**src/rtl/risc_v_mike_lsu_pkg.sv**
```systemverilog
// Shared LSU types, memory-map anchors and funct3 decode helpers.
// Region limits that depend on memory sizes are derived in the top from its parameters.
`ifndef DATA_MEM_DEPTH
`define DATA_MEM_DEPTH 1024
`endif
`ifndef MMIO_MEM_SIZE
`define MMIO_MEM_SIZE 16
`endif

package risc_v_mike_lsu_pkg;

    typedef enum logic [1:0] {
        LSU_IDLE,
        LSU_ACCESS,
        LSU_CAPTURE,
        LSU_RESP
    } t_lsu_state;

    typedef enum logic [1:0] {
        REGION_DATA,
        REGION_STACK,
        REGION_MMIO,
        REGION_NONE
    } t_mem_region;

    localparam logic [2:0] LSU_F3_B  = 3'b000;
    localparam logic [2:0] LSU_F3_H  = 3'b001;
    localparam logic [2:0] LSU_F3_W  = 3'b010;
    localparam logic [2:0] LSU_F3_BU = 3'b100;
    localparam logic [2:0] LSU_F3_HU = 3'b101;

    localparam logic [31:0] DATA_LOWER  = 32'h1001_0000;
    localparam logic [31:0] MMIO_LOWER  = 32'h1001_0024;
    localparam logic [31:0] STACK_UPPER = 32'h7FFF_EFFC;

    function automatic logic lsu_f3_legal(input logic is_store, input logic [2:0] funct3);
        if (is_store) begin
            return funct3 inside {LSU_F3_B, LSU_F3_H, LSU_F3_W};
        end
        return funct3 inside {LSU_F3_B, LSU_F3_H, LSU_F3_W, LSU_F3_BU, LSU_F3_HU};
    endfunction

    function automatic logic lsu_aligned(input logic [2:0] funct3, input logic [1:0] addr_lo);
        case (funct3[1:0])
            2'b01:   return ~addr_lo[0];
            2'b10:   return addr_lo == 2'b00;
            default: return 1'b1;
        endcase
    endfunction

endpackage

```
**src/rtl/risc_v_mike_lsu_align.sv**
```systemverilog
// Store lane replication / byte-enable generation and load lane extraction / extension.
// Purely combinational; the top chooses which request fields feed it.
module risc_v_mike_lsu_align
    import risc_v_mike_lsu_pkg::*;
(
    input  logic [2:0]  i_funct3,
    input  logic [1:0]  i_addr_lo,
    input  logic [31:0] i_st_data,
    input  logic [31:0] i_ld_word,
    output logic [31:0] o_st_wdata,
    output logic [3:0]  o_st_be,
    output logic [31:0] o_ld_data
);

    logic [7:0]  w_byte;
    logic [15:0] w_half;

    always_comb begin
        o_st_wdata = i_st_data;
        o_st_be    = 4'b1111;
        case (i_funct3[1:0])
            2'b00: begin
                o_st_wdata = {4{i_st_data[7:0]}};
                o_st_be    = 4'b0001 << i_addr_lo;
            end
            2'b01: begin
                o_st_wdata = {2{i_st_data[15:0]}};
                o_st_be    = 4'b0011 << i_addr_lo;
            end
            default: ;
        endcase
    end

    always_comb begin
        case (i_addr_lo)
            2'b00:   w_byte = i_ld_word[7:0];
            2'b01:   w_byte = i_ld_word[15:8];
            2'b10:   w_byte = i_ld_word[23:16];
            default: w_byte = i_ld_word[31:24];
        endcase
        w_half = i_addr_lo[1] ? i_ld_word[31:16] : i_ld_word[15:0];
    end

    always_comb begin
        o_ld_data = '0;
        case (i_funct3)
            LSU_F3_B:  o_ld_data = {{24{w_byte[7]}}, w_byte};
            LSU_F3_H:  o_ld_data = {{16{w_half[15]}}, w_half};
            LSU_F3_W:  o_ld_data = i_ld_word;
            LSU_F3_BU: o_ld_data = {24'd0, w_byte};
            LSU_F3_HU: o_ld_data = {16'd0, w_half};
            default:   o_ld_data = '0;
        endcase
    end

endmodule

```
**src/rtl/risc_v_mike_lsu.sv**
```systemverilog
// Load/store unit: accepts one request per handshake, decodes stack/data/MMIO region,
// issues one registered memory strobe and returns extended load data or an error.
module risc_v_mike_lsu
    import risc_v_mike_lsu_pkg::*;
#(
    parameter int unsigned DATA_DEPTH = `DATA_MEM_DEPTH,
    parameter int unsigned MMIO_SIZE  = `MMIO_MEM_SIZE
) (
    input  logic                            clk,
    input  logic                            rst_n,
    input  logic                            req_valid,
    output logic                            req_ready,
    input  logic                            req_we,
    input  logic [2:0]                      req_funct3,
    input  logic [31:0]                     req_addr,
    input  logic [31:0]                     req_wdata,
    output logic                            rsp_valid,
    output logic [31:0]                     rsp_rdata,
    output logic                            rsp_err,
    output logic                            dmem_en,
    output logic                            dmem_we,
    output logic [3:0]                      dmem_be,
    output logic [$clog2(DATA_DEPTH)-3:0]   dmem_addr,
    output logic [31:0]                     dmem_wdata,
    input  logic [31:0]                     dmem_rdata,
    output logic                            mmio_en,
    output logic                            mmio_we,
    output logic [3:0]                      mmio_be,
    output logic [$clog2(MMIO_SIZE)-3:0]    mmio_addr,
    output logic [31:0]                     mmio_wdata,
    input  logic [31:0]                     mmio_rdata
);

    localparam int unsigned DAW = $clog2(DATA_DEPTH) - 2;
    localparam int unsigned MAW = $clog2(MMIO_SIZE) - 2;

    localparam logic [31:0] HALF_DEPTH                = 32'(DATA_DEPTH / 2);
    localparam logic [31:0] MEM_MAP_MMIO_UPPER_LIMIT  = MMIO_LOWER + 32'(MMIO_SIZE);
    localparam logic [31:0] MEM_MAP_DATA_UPPER_LIMIT  = DATA_LOWER + HALF_DEPTH - 32'd1;
    localparam logic [31:0] MEM_MAP_STACK_LOWER_LIMIT = STACK_UPPER - HALF_DEPTH;
    localparam logic [31:0] STACK_PHYS_BASE           = MEM_MAP_STACK_LOWER_LIMIT + 32'd4;

    t_lsu_state  r_state, w_state_next;
    t_mem_region w_region, r_region;
    logic [31:0] w_phys;
    logic        w_err;

    logic        r_we;
    logic [2:0]  r_funct3;
    logic [1:0]  r_addr_lo;
    logic        r_req_ready, r_rsp_valid, r_rsp_err;
    logic [31:0] r_rsp_rdata;

    logic            r_dmem_en, r_dmem_we;
    logic [3:0]      r_dmem_be;
    logic [DAW-1:0]  r_dmem_addr;
    logic [31:0]     r_dmem_wdata;
    logic            r_mmio_en, r_mmio_we;
    logic [3:0]      r_mmio_be;
    logic [MAW-1:0]  r_mmio_addr;
    logic [31:0]     r_mmio_wdata;

    logic [2:0]  w_al_funct3;
    logic [1:0]  w_al_addr_lo;
    logic [31:0] w_ld_word, w_st_wdata, w_ld_data;
    logic [3:0]  w_st_be;
    logic        w_unused_phys;

    // MMIO is tested first so it wins where it overlaps the data region.
    always_comb begin
        w_region = REGION_NONE;
        w_phys   = '0;
        if (req_addr >= MMIO_LOWER && req_addr < MEM_MAP_MMIO_UPPER_LIMIT) begin
            w_region = REGION_MMIO;
            w_phys   = req_addr - MMIO_LOWER;
        end else if (req_addr >= DATA_LOWER && req_addr <= MEM_MAP_DATA_UPPER_LIMIT) begin
            w_region = REGION_DATA;
            w_phys   = req_addr - DATA_LOWER;
        end else if (req_addr > MEM_MAP_STACK_LOWER_LIMIT &&
                     req_addr <= STACK_UPPER + 32'd3) begin
            w_region = REGION_STACK;
            w_phys   = req_addr - STACK_PHYS_BASE + HALF_DEPTH;
        end
    end

    assign w_err = (w_region == REGION_NONE) || !lsu_f3_legal(req_we, req_funct3) ||
                   !lsu_aligned(req_funct3, req_addr[1:0]);

    assign w_unused_phys = ^{w_phys[31:DAW+2], w_phys[1:0]};

    // Store formatting uses the live request at accept; load extraction uses the held copy.
    assign w_al_funct3  = (r_state == LSU_IDLE) ? req_funct3    : r_funct3;
    assign w_al_addr_lo = (r_state == LSU_IDLE) ? req_addr[1:0] : r_addr_lo;
    assign w_ld_word    = (r_region == REGION_MMIO) ? mmio_rdata : dmem_rdata;

    risc_v_mike_lsu_align u_align (
        .i_funct3   (w_al_funct3),
        .i_addr_lo  (w_al_addr_lo),
        .i_st_data  (req_wdata),
        .i_ld_word  (w_ld_word),
        .o_st_wdata (w_st_wdata),
        .o_st_be    (w_st_be),
        .o_ld_data  (w_ld_data)
    );

    always_ff @(posedge clk or negedge rst_n) begin
        if (!rst_n) begin
            r_state <= LSU_IDLE;
        end else begin
            r_state <= w_state_next;
        end
    end

    always_comb begin
        w_state_next = r_state;
        unique case (r_state)
            LSU_IDLE:    if (req_valid) w_state_next = w_err ? LSU_RESP : LSU_ACCESS;
            LSU_ACCESS:  w_state_next = r_we ? LSU_RESP : LSU_CAPTURE;
            LSU_CAPTURE: w_state_next = LSU_RESP;
            LSU_RESP:    w_state_next = LSU_IDLE;
            default:     w_state_next = LSU_IDLE;
        endcase
    end

    always_ff @(posedge clk or negedge rst_n) begin
        if (!rst_n) begin
            r_we         <= 1'b0;
            r_funct3     <= '0;
            r_addr_lo    <= '0;
            r_region     <= REGION_DATA;
            r_req_ready  <= 1'b1;
            r_rsp_valid  <= 1'b0;
            r_rsp_err    <= 1'b0;
            r_rsp_rdata  <= '0;
            r_dmem_en    <= 1'b0;
            r_dmem_we    <= 1'b0;
            r_dmem_be    <= '0;
            r_dmem_addr  <= '0;
            r_dmem_wdata <= '0;
            r_mmio_en    <= 1'b0;
            r_mmio_we    <= 1'b0;
            r_mmio_be    <= '0;
            r_mmio_addr  <= '0;
            r_mmio_wdata <= '0;
        end else begin
            r_req_ready  <= (w_state_next == LSU_IDLE);
            r_rsp_valid  <= (w_state_next == LSU_RESP);
            r_dmem_en    <= 1'b0;
            r_dmem_we    <= 1'b0;
            r_dmem_be    <= '0;
            r_dmem_addr  <= '0;
            r_dmem_wdata <= '0;
            r_mmio_en    <= 1'b0;
            r_mmio_we    <= 1'b0;
            r_mmio_be    <= '0;
            r_mmio_addr  <= '0;
            r_mmio_wdata <= '0;
            unique case (r_state)
                LSU_IDLE: begin
                    if (req_valid) begin
                        r_we        <= req_we;
                        r_funct3    <= req_funct3;
                        r_addr_lo   <= req_addr[1:0];
                        r_region    <= w_region;
                        r_rsp_err   <= w_err;
                        r_rsp_rdata <= '0;
                        if (!w_err && w_region == REGION_MMIO) begin
                            r_mmio_en    <= 1'b1;
                            r_mmio_we    <= req_we;
                            r_mmio_be    <= w_st_be;
                            r_mmio_addr  <= w_phys[MAW+1:2];
                            r_mmio_wdata <= req_we ? w_st_wdata : '0;
                        end else if (!w_err) begin
                            r_dmem_en    <= 1'b1;
                            r_dmem_we    <= req_we;
                            r_dmem_be    <= w_st_be;
                            r_dmem_addr  <= w_phys[DAW+1:2];
                            r_dmem_wdata <= req_we ? w_st_wdata : '0;
                        end
                    end
                end
                LSU_ACCESS: ;
                LSU_CAPTURE: r_rsp_rdata <= w_ld_data;
                LSU_RESP: begin
                    r_rsp_rdata <= '0;
                    r_rsp_err   <= 1'b0;
                end
                default: ;
            endcase
        end
    end

    assign req_ready  = r_req_ready;
    assign rsp_valid  = r_rsp_valid;
    assign rsp_rdata  = r_rsp_rdata;
    assign rsp_err    = r_rsp_err;
    assign dmem_en    = r_dmem_en;
    assign dmem_we    = r_dmem_we;
    assign dmem_be    = r_dmem_be;
    assign dmem_addr  = r_dmem_addr;
    assign dmem_wdata = r_dmem_wdata;
    assign mmio_en    = r_mmio_en;
    assign mmio_we    = r_mmio_we;
    assign mmio_be    = r_mmio_be;
    assign mmio_addr  = r_mmio_addr;
    assign mmio_wdata = r_mmio_wdata;

endmodule

```
**config.mk**
```make
export PLATFORM = sky130hd
export DESIGN_NAME = risc_v_mike_lsu
export DESIGN_NICKNAME = d
export VERILOG_FILES = /design/src/rtl/risc_v_mike_lsu_pkg.sv /design/src/rtl/risc_v_mike_lsu_align.sv /design/src/rtl/risc_v_mike_lsu.sv
export SDC_FILE = /design/constraint.sdc
export NUM_CORES = 1
export LEC_CHECK = 0
export CAP_MARGIN = 20
export CORE_MARGIN = 8
export CORE_UTILIZATION = 35
export CTS_CLUSTER_DIAMETER = 120
export DETAILED_ROUTE_END_ITERATION = 6
export GPL_TIMING_DRIVEN = 1
export PLACE_DENSITY = 0.73
export SLEW_MARGIN = 20
export SYNTH_ARGS = -nofsm -noshare
export SYNTH_HDL_FRONTEND = slang
export SYNTH_SLANG_ARGS = --single-unit
```
**constraint.sdc**
```tcl
create_clock -name clk -period 6.67 [get_ports clk]
set_clock_uncertainty 0.2 [all_clocks]
set_input_delay 1.6675 -clock clk [delete_from_list [all_inputs] [get_ports clk]]
set_output_delay 1.6675 -clock clk [all_outputs]
set_load 0.02 [all_outputs]
```
# Word level (Yosys, flattened, before mapping)
# Cells that the tools add are included.
dict set report word_totals {
  word_cells 138
  out_inout_bits 121
  reg_bits 131
}
dict set report classes {
  n_shift 2
  n_reduce_logical 23
  order_cmp 6
  addsub 4
  bitwise 1
  muxes 62
  eq_ne 21
}
# cell n
set op_table {}
lappend op_table {{$mux 32} 10}
lappend op_table {{$pmux 32 s5} 1}
lappend op_table {{$pmux 32 s3} 1}
lappend op_table {{$ge 32x29->1 const B} 2}
lappend op_table {{$pmux 32 s2} 1}
lappend op_table {{$gt 32x31->1 const B} 1}
lappend op_table {{$le 32x29->1 const B} 1}
lappend op_table {{$le 32x31->1 const B} 1}
lappend op_table {{$lt 32x29->1 const B} 1}
lappend op_table {{$mux 8} 4}
lappend op_table {{$mux 10} 3}
lappend op_table {{$mux 4} 7}
lappend op_table {{$pmux 8 s3} 1}
lappend op_table {{$mux 1} 19}
lappend op_table {{$mux 2} 9}
lappend op_table {{$eq 2x2->1 const B} 8}
lappend op_table {{$mux 16} 1}
lappend op_table {{$eq 3x3->1 const B} 4}
lappend op_table {{$add 10x10->10 const B} 1}
lappend op_table {{$logic_not 2->1} 5}
lappend op_table {{$sub 10x1->10 const B} 1}
lappend op_table {{$sub 10x10->10 const B} 1}
lappend op_table {{$sub 10x6->10 const B} 1}
lappend op_table {{$eq 2x1->1 const B} 4}
lappend op_table {{18 further kinds} 31}

# Logic depth before layout (Yosys ltp)
dict set report logic_depth {
  ltp_word 13
  depth_mapped 11
  mapped_depth_nobuf 8
}

# Cells and area by module
# A second synthesis with hierarchy kept.
dict set report unflattened {
  cells_unflattened 663
  hier_area_um2 6942.9
}
# mod n_inst area_each_um2 cells_each seq_area_each_um2
set modules_own_cells {}
lappend modules_own_cells {risc_v_mike_lsu 1 5549.1 466 3279.4}
lappend modules_own_cells {risc_v_mike_lsu_align 1 1393.8 197 0.0}

# Worst setup path after synthesis
# No wires, ideal clock.
dict set report synth_path {
  kind {input to register}
  startpoint {input req_funct3[0]}
  endpoint {register r_mmio_wdata[10], in the netlist mmio_wdata[10]}
  setup_ns 0.088
  path_slack_ns 3.040
  n_path_buf 2
  arrival_time_ns 3.341
  required_time_ns 6.382
  path_stages 7
  path_cell_list {clkbuf_1 > inv_1 > ha_1 > a221oi_1 > nand4_1 > clkbuf_1 > nor3b_1}
}
dict set report synth_via {
  elab_chain_cells 12
}
# item line_no
set synth_rtl {}
lappend synth_rtl {{start, declared} risc_v_mike_lsu.sv:14} ;# input logic [2:0] req_funct3,
lappend synth_rtl {{$eq 3x1->1 (tied with other cells)} {risc_v_mike_lsu_pkg.sv:38, risc_v_mike_lsu_pkg.sv:40}}
lappend synth_rtl {{$reduce_bool 3->1} risc_v_mike_lsu_pkg.sv:38} ;# return funct3 inside {LSU_F3_B, LSU_F3_H, LSU_F3_W};
lappend synth_rtl {{$mux 1} risc_v_mike_lsu_pkg.sv:37} ;# if (is_store) begin
lappend synth_rtl {{$mux 1} risc_v_mike_lsu_pkg.sv:40} ;# return funct3 inside {LSU_F3_B, LSU_F3_H, LSU_F3_W, LSU_F3_BU, LSU_F3_HU};
lappend synth_rtl {{$logic_not 1->1} risc_v_mike_lsu.sv:86} ;# assign w_err = (w_region == REGION_NONE) || !lsu_f3_legal(req_we, req_funct3) ||
lappend synth_rtl {{$logic_or 1x1->1 (2 in a row)} risc_v_mike_lsu.sv:86}
lappend synth_rtl {{$logic_not 1->1} --}
lappend synth_rtl {{$logic_and 1x1->1} risc_v_mike_lsu.sv:167} ;# if (!w_err && w_region == REGION_MMIO) begin
lappend synth_rtl {{$mux 32 *} risc_v_mike_lsu.sv:167}
lappend synth_rtl {{$mux 32 *} risc_v_mike_lsu.sv:160} ;# if (req_valid) begin
lappend synth_rtl {{$mux 32 *} risc_v_mike_lsu.sv:158} ;# unique case (r_state)
lappend synth_rtl {{end signal, assigned} risc_v_mike_lsu.sv:172} ;# r_mmio_wdata <= req_we ? w_st_wdata : '0;
lappend synth_rtl {{end, declared} risc_v_mike_lsu.sv:61} ;# logic [31:0] r_mmio_wdata;
# Mark *: on every way between the ends. The rest lies on a longest branch, timed or not. The select of a mux whose other input is x is not followed.
# A chain may end at the register's enable or synchronous reset.

# Worst setup path after layout
dict set report layout_path {
  startpoint {input req_funct3[0]}
  endpoint {register r_rsp_rdata[17], in the netlist rsp_rdata[17]}
}
dict set report layout_via {
  elab_chain_cells 4
}
# item line_no
set layout_rtl {}
lappend layout_rtl {{$mux 3 *} risc_v_mike_lsu.sv:92} ;# assign w_al_funct3 = (r_state == LSU_IDLE) ? req_funct3 : r_funct3;
lappend layout_rtl {{$eq 3x3->1 (tied with other cells)} risc_v_mike_lsu_align.sv:46} ;# case (i_funct3)
lappend layout_rtl {{$pmux 32 s5 *} risc_v_mike_lsu_align.sv:46}
lappend layout_rtl {{$pmux 32 s3 *} risc_v_mike_lsu.sv:158}
lappend layout_rtl {{end signal, assigned} risc_v_mike_lsu.sv:183} ;# LSU_CAPTURE: r_rsp_rdata <= w_ld_data;
lappend layout_rtl {{end, declared} risc_v_mike_lsu.sv:52} ;# logic [31:0] r_rsp_rdata;
# Mark *: on every way between the ends. The rest lies on a longest branch, timed or not.

==> impl_metrics.env <==
export IMPL_status="finished, final reports clean"
export IMPL_clock_path_buffers=2
export IMPL_hold_buffers=0
export IMPL_rows=49
export IMPL_final_period_utilization_pct=64.2
export IMPL_clock_sinks=131
export IMPL_finalHoldViolCount=0
export IMPL_finalSetupViolCount=0
export IMPL_critical_path_max_fanout=16
export IMPL_peakVddDrop_uv=188
export IMPL_hold_path_end="rsp_rdata[3]"
export IMPL_viasPerCell=5.11
export IMPL_initial_core_util_pct=35.4
export IMPL_antenna_found_initial=0
export IMPL_synth_top_cell_area_share_pct=51.7
export IMPL_power_density_nw_per_um2=355
export IMPL_place_area_sq_um=9040
export IMPL_yosys_register_bits=131
export IMPL_hold_depth=2
export IMPL_overflow=0
export IMPL_async_reset_ff_share_pct=100
export IMPL_post_cts_resized=0
export IMPL_arrival_ps=4340
export IMPL_synth_cell_type_count=67
export IMPL_grt_met3_usage_pct=6.58
export IMPL_ant_nets=0
export IMPL_drc_errors=0
export IMPL_drt_total_wl_um=20900
export IMPL_endpoint_kind="register"
export IMPL_grt_usage_pct=18.7
export IMPL_fp_dieArea_sq_um=22500
export IMPL_synth_flop_cell="dfrtp_1"
export IMPL_grt_pass1_vias=5605
export IMPL_finish_instance_area_sq_um=9640
export IMPL_maxCapViolCount=0
export IMPL_cp_required_ps=6730
export IMPL_place_ws_ps=1960
export IMPL_core_sq_um=17800
export IMPL_cp_slowest_cell="a31oi_2"
export IMPL_drt_iter0_drc=259
export IMPL_drive_above_1_share_pct=10.3
export IMPL_synth_edf_count=0
export IMPL_holdCritPathClass="reg2reg"
export IMPL_dieWidth_um=150
export IMPL_port_buffers=255
export IMPL_num_vias=5402
export IMPL_ioPinCount=256
export IMPL_synthToLayoutAreaGrowth_pct=53.2
export IMPL_cts_root_buffer="clkbuf_16"
export IMPL_fin_tns_setup_ps=0
export IMPL_ff2ff_path_depth=8
export IMPL_netlist_area_sq_um=6300
export IMPL_r2r_start="r_state[1]"
export IMPL_grt_pass1_wl_um=32300
export IMPL_reg2reg_to="rsp_rdata[17]"
export IMPL_grt_use_met1_pct=22.6
export IMPL_finalCriticalPeriod_ps=4280
export IMPL_whs_ps=303
export IMPL_path_delay_family="compound AO/OA/AOI/OAI gates"
export IMPL_nNetsFinal=961
export IMPL_critPathKind="in2reg"
export IMPL_dr_pass1_iters=5
export IMPL_avgSynthCellArea_sq_um=11.0
export IMPL_fill_cells=1559
export IMPL_path_buf_inv=2
export IMPL_reg2reg_setup_slack_ps=3220
export IMPL_grt_max_degree=80
export IMPL_clk_latency_ps=420
export IMPL_slew_headroom_pct=35.0
export IMPL_wl_per_cell_um=19.8
export IMPL_yosys_warnings=0
export IMPL_synth_top_area_cell="dfrtp_1"
export IMPL_place_hpwl_um=15700
export IMPL_register_area_sq_um=3280
export IMPL_final_util_pct=54.2
export IMPL_cts_buffers_inserted=17
export IMPL_path_clk_slew_ps=60
export IMPL_crit_path_cell_trace="clkdlybuf4s50_1, inv_1, a31oi_2, nor4_1, a2bb2oi_4, o211ai_1"
export IMPL_diodes=0
export IMPL_multiInputGateArea_sq_um=2810
export IMPL_syn_num_nets=716
export IMPL_worstMarginPinSlew_ps=972
export IMPL_dieHeight_um=150
export IMPL_cp_start_kind="input port"
export IMPL_syn_inst=571
export IMPL_gp_congestion=0.799
export IMPL_max_freq_mhz=234
export IMPL_tritoncts="done"
export IMPL_gr_max_usage_layer="met2"
export IMPL_seq_area_frac_synth_pct=52.1
export IMPL_ctsHtreeMaxLevel=4
export IMPL_rsz0062_at_grt="no"
export IMPL_post_cts_buffers=0
export IMPL_leakage_nw=4.34
export IMPL_final_max_slew_violation_count=0
export IMPL_hold_start="rsp_rdata[3]"
export IMPL_cpPeakStageDelay_ps=830
export IMPL_setup_slack_ps=2390
export IMPL_synth_area_leaders="dfrtp_1 (52%), mux2i_1 (9.1%), nand2_1 (4.0%), nor2_1 (3.3%), mux2_2 (2.3%)"
export IMPL_use_met2_pct=30.8
Yosys cell counts, types with 2 or more instances:
master,n
nor3b_1,19
nor4_1,7
a211oi_1,2
nand2b_1,11
o211ai_1,17
buf_2,10
or3_1,4
a31oi_1,2
buf_1,3
a21o_1,4
ha_1,10
mux4_2,2
and2_1,10
o211ai_2,11
dfrtp_1,130
nor2_1,56
a22oi_1,7
mux2_2,13
nor3_1,7
nand4_1,6
inv_1,11
o21ai_0,11
nor2b_1,4
o2111ai_1,7
clkbuf_1,19
and3_1,16
buf_4,2
mux2i_2,2
nand2_1,67
mux2i_1,57
a221oi_1,8
metal layers:
layer	part of all wire, %	vias to the layer above
met2	48	220
met3	8.6	20
met5	0	-
met1	42	2627
li1	-	2535
met4	1.4	0
worst max-delay path by stage:
stage | startpoint | end | slack, ps | cells after the start
after floorplan | req_funct3[0] | mmio_wdata[10] | 3040 | 7
after global placement | req_funct3[0] | rsp_rdata[16] | 2070 | 6
after detailed placement | req_funct3[0] | rsp_rdata[17] | 1960 | 6
after CTS | req_funct3[0] | rsp_rdata[17] | 2420 | 6
after global routing | req_funct3[0] | rsp_rdata[19] | 2270 | 6
final | req_funct3[0] | rsp_rdata[17] | 2390 | 6
layout make-up:
cell class / instances / share of cell area (%)
flip-flops and latches: 131 / 34.0
clock inverters: 13 / 1.57
well taps: 229 / 2.97
clock buffers: 19 / 4.70
inverters: 12 / 0.467
repair buffers: 263 / 27.1
multi-input cells: 391 / 29.2
per-stage QoR:
stage / power [mW] / cells
after floorplan: 1.96 / 571
after global placement: 2.49 / 1026
after detailed placement: 2.50 / 1026
after CTS: 3.46 / 1058
after global routing: 3.63 / 1058
final: 3.43 / 1058
worst reg2reg max path: cells and delay by family (launching register included):
kind,cells,cell delay (ps)
AO/OA/AOI/OAI,2,700
adder cells (fa/ha/maj),1,380
buffers and inverters,2,450
flip-flops,1,410
multiplexers,3,1160
report_power, final:
part           switching (mW)  internal [mW]  leakage, nW
Clock                   0.369          0.576        0.288
Combinational           0.822          0.645         2.26
Sequential             0.0938          0.921         1.80
Total                    1.28           2.14         4.34
cells in the final DEF, fill, tap and decap left out, drive strengths merged, types with 11 or more instances in the layout:
master           n
inv             15
and3            16
clkbuf          19
nor2            56
nand2b          11
mux2i           59
o211ai          28
o21ai           12
nand2           67
mux2            14
nor3b           19
clkdlybuf4s50  254
dfrtp          130
logic make-up (layout without fill, tap and decap cells):
logic type,after synthesis,in the layout,synth area share (%)
AO/OA/AOI/OAI,85,85,11.4
buffers and inverters,49,307,3.64
multiplexers,76,76,13.2
AND/OR/NAND/NOR,220,220,17.7
adder cells (fa/ha/maj),10,10,1.99
flip-flops,131,131,52.1
registers in the layout (all words and copies together), names as in the netlist:
signal / flops
dmem_en: 1
rsp_valid: 1
r_state: 2
req_ready: 1
r_region: 2
r_we: 1
dmem_be: 4
dmem_we: 1
r_addr_lo: 2
rsp_rdata: 32
mmio_be: 4
mmio_wdata: 32
mmio_addr: 2
mmio_en: 1
dmem_wdata: 32
rsp_err: 1
mmio_we: 1
dmem_addr: 8
r_funct3: 3
Note: power is estimated with default switching activity, not from simulation.
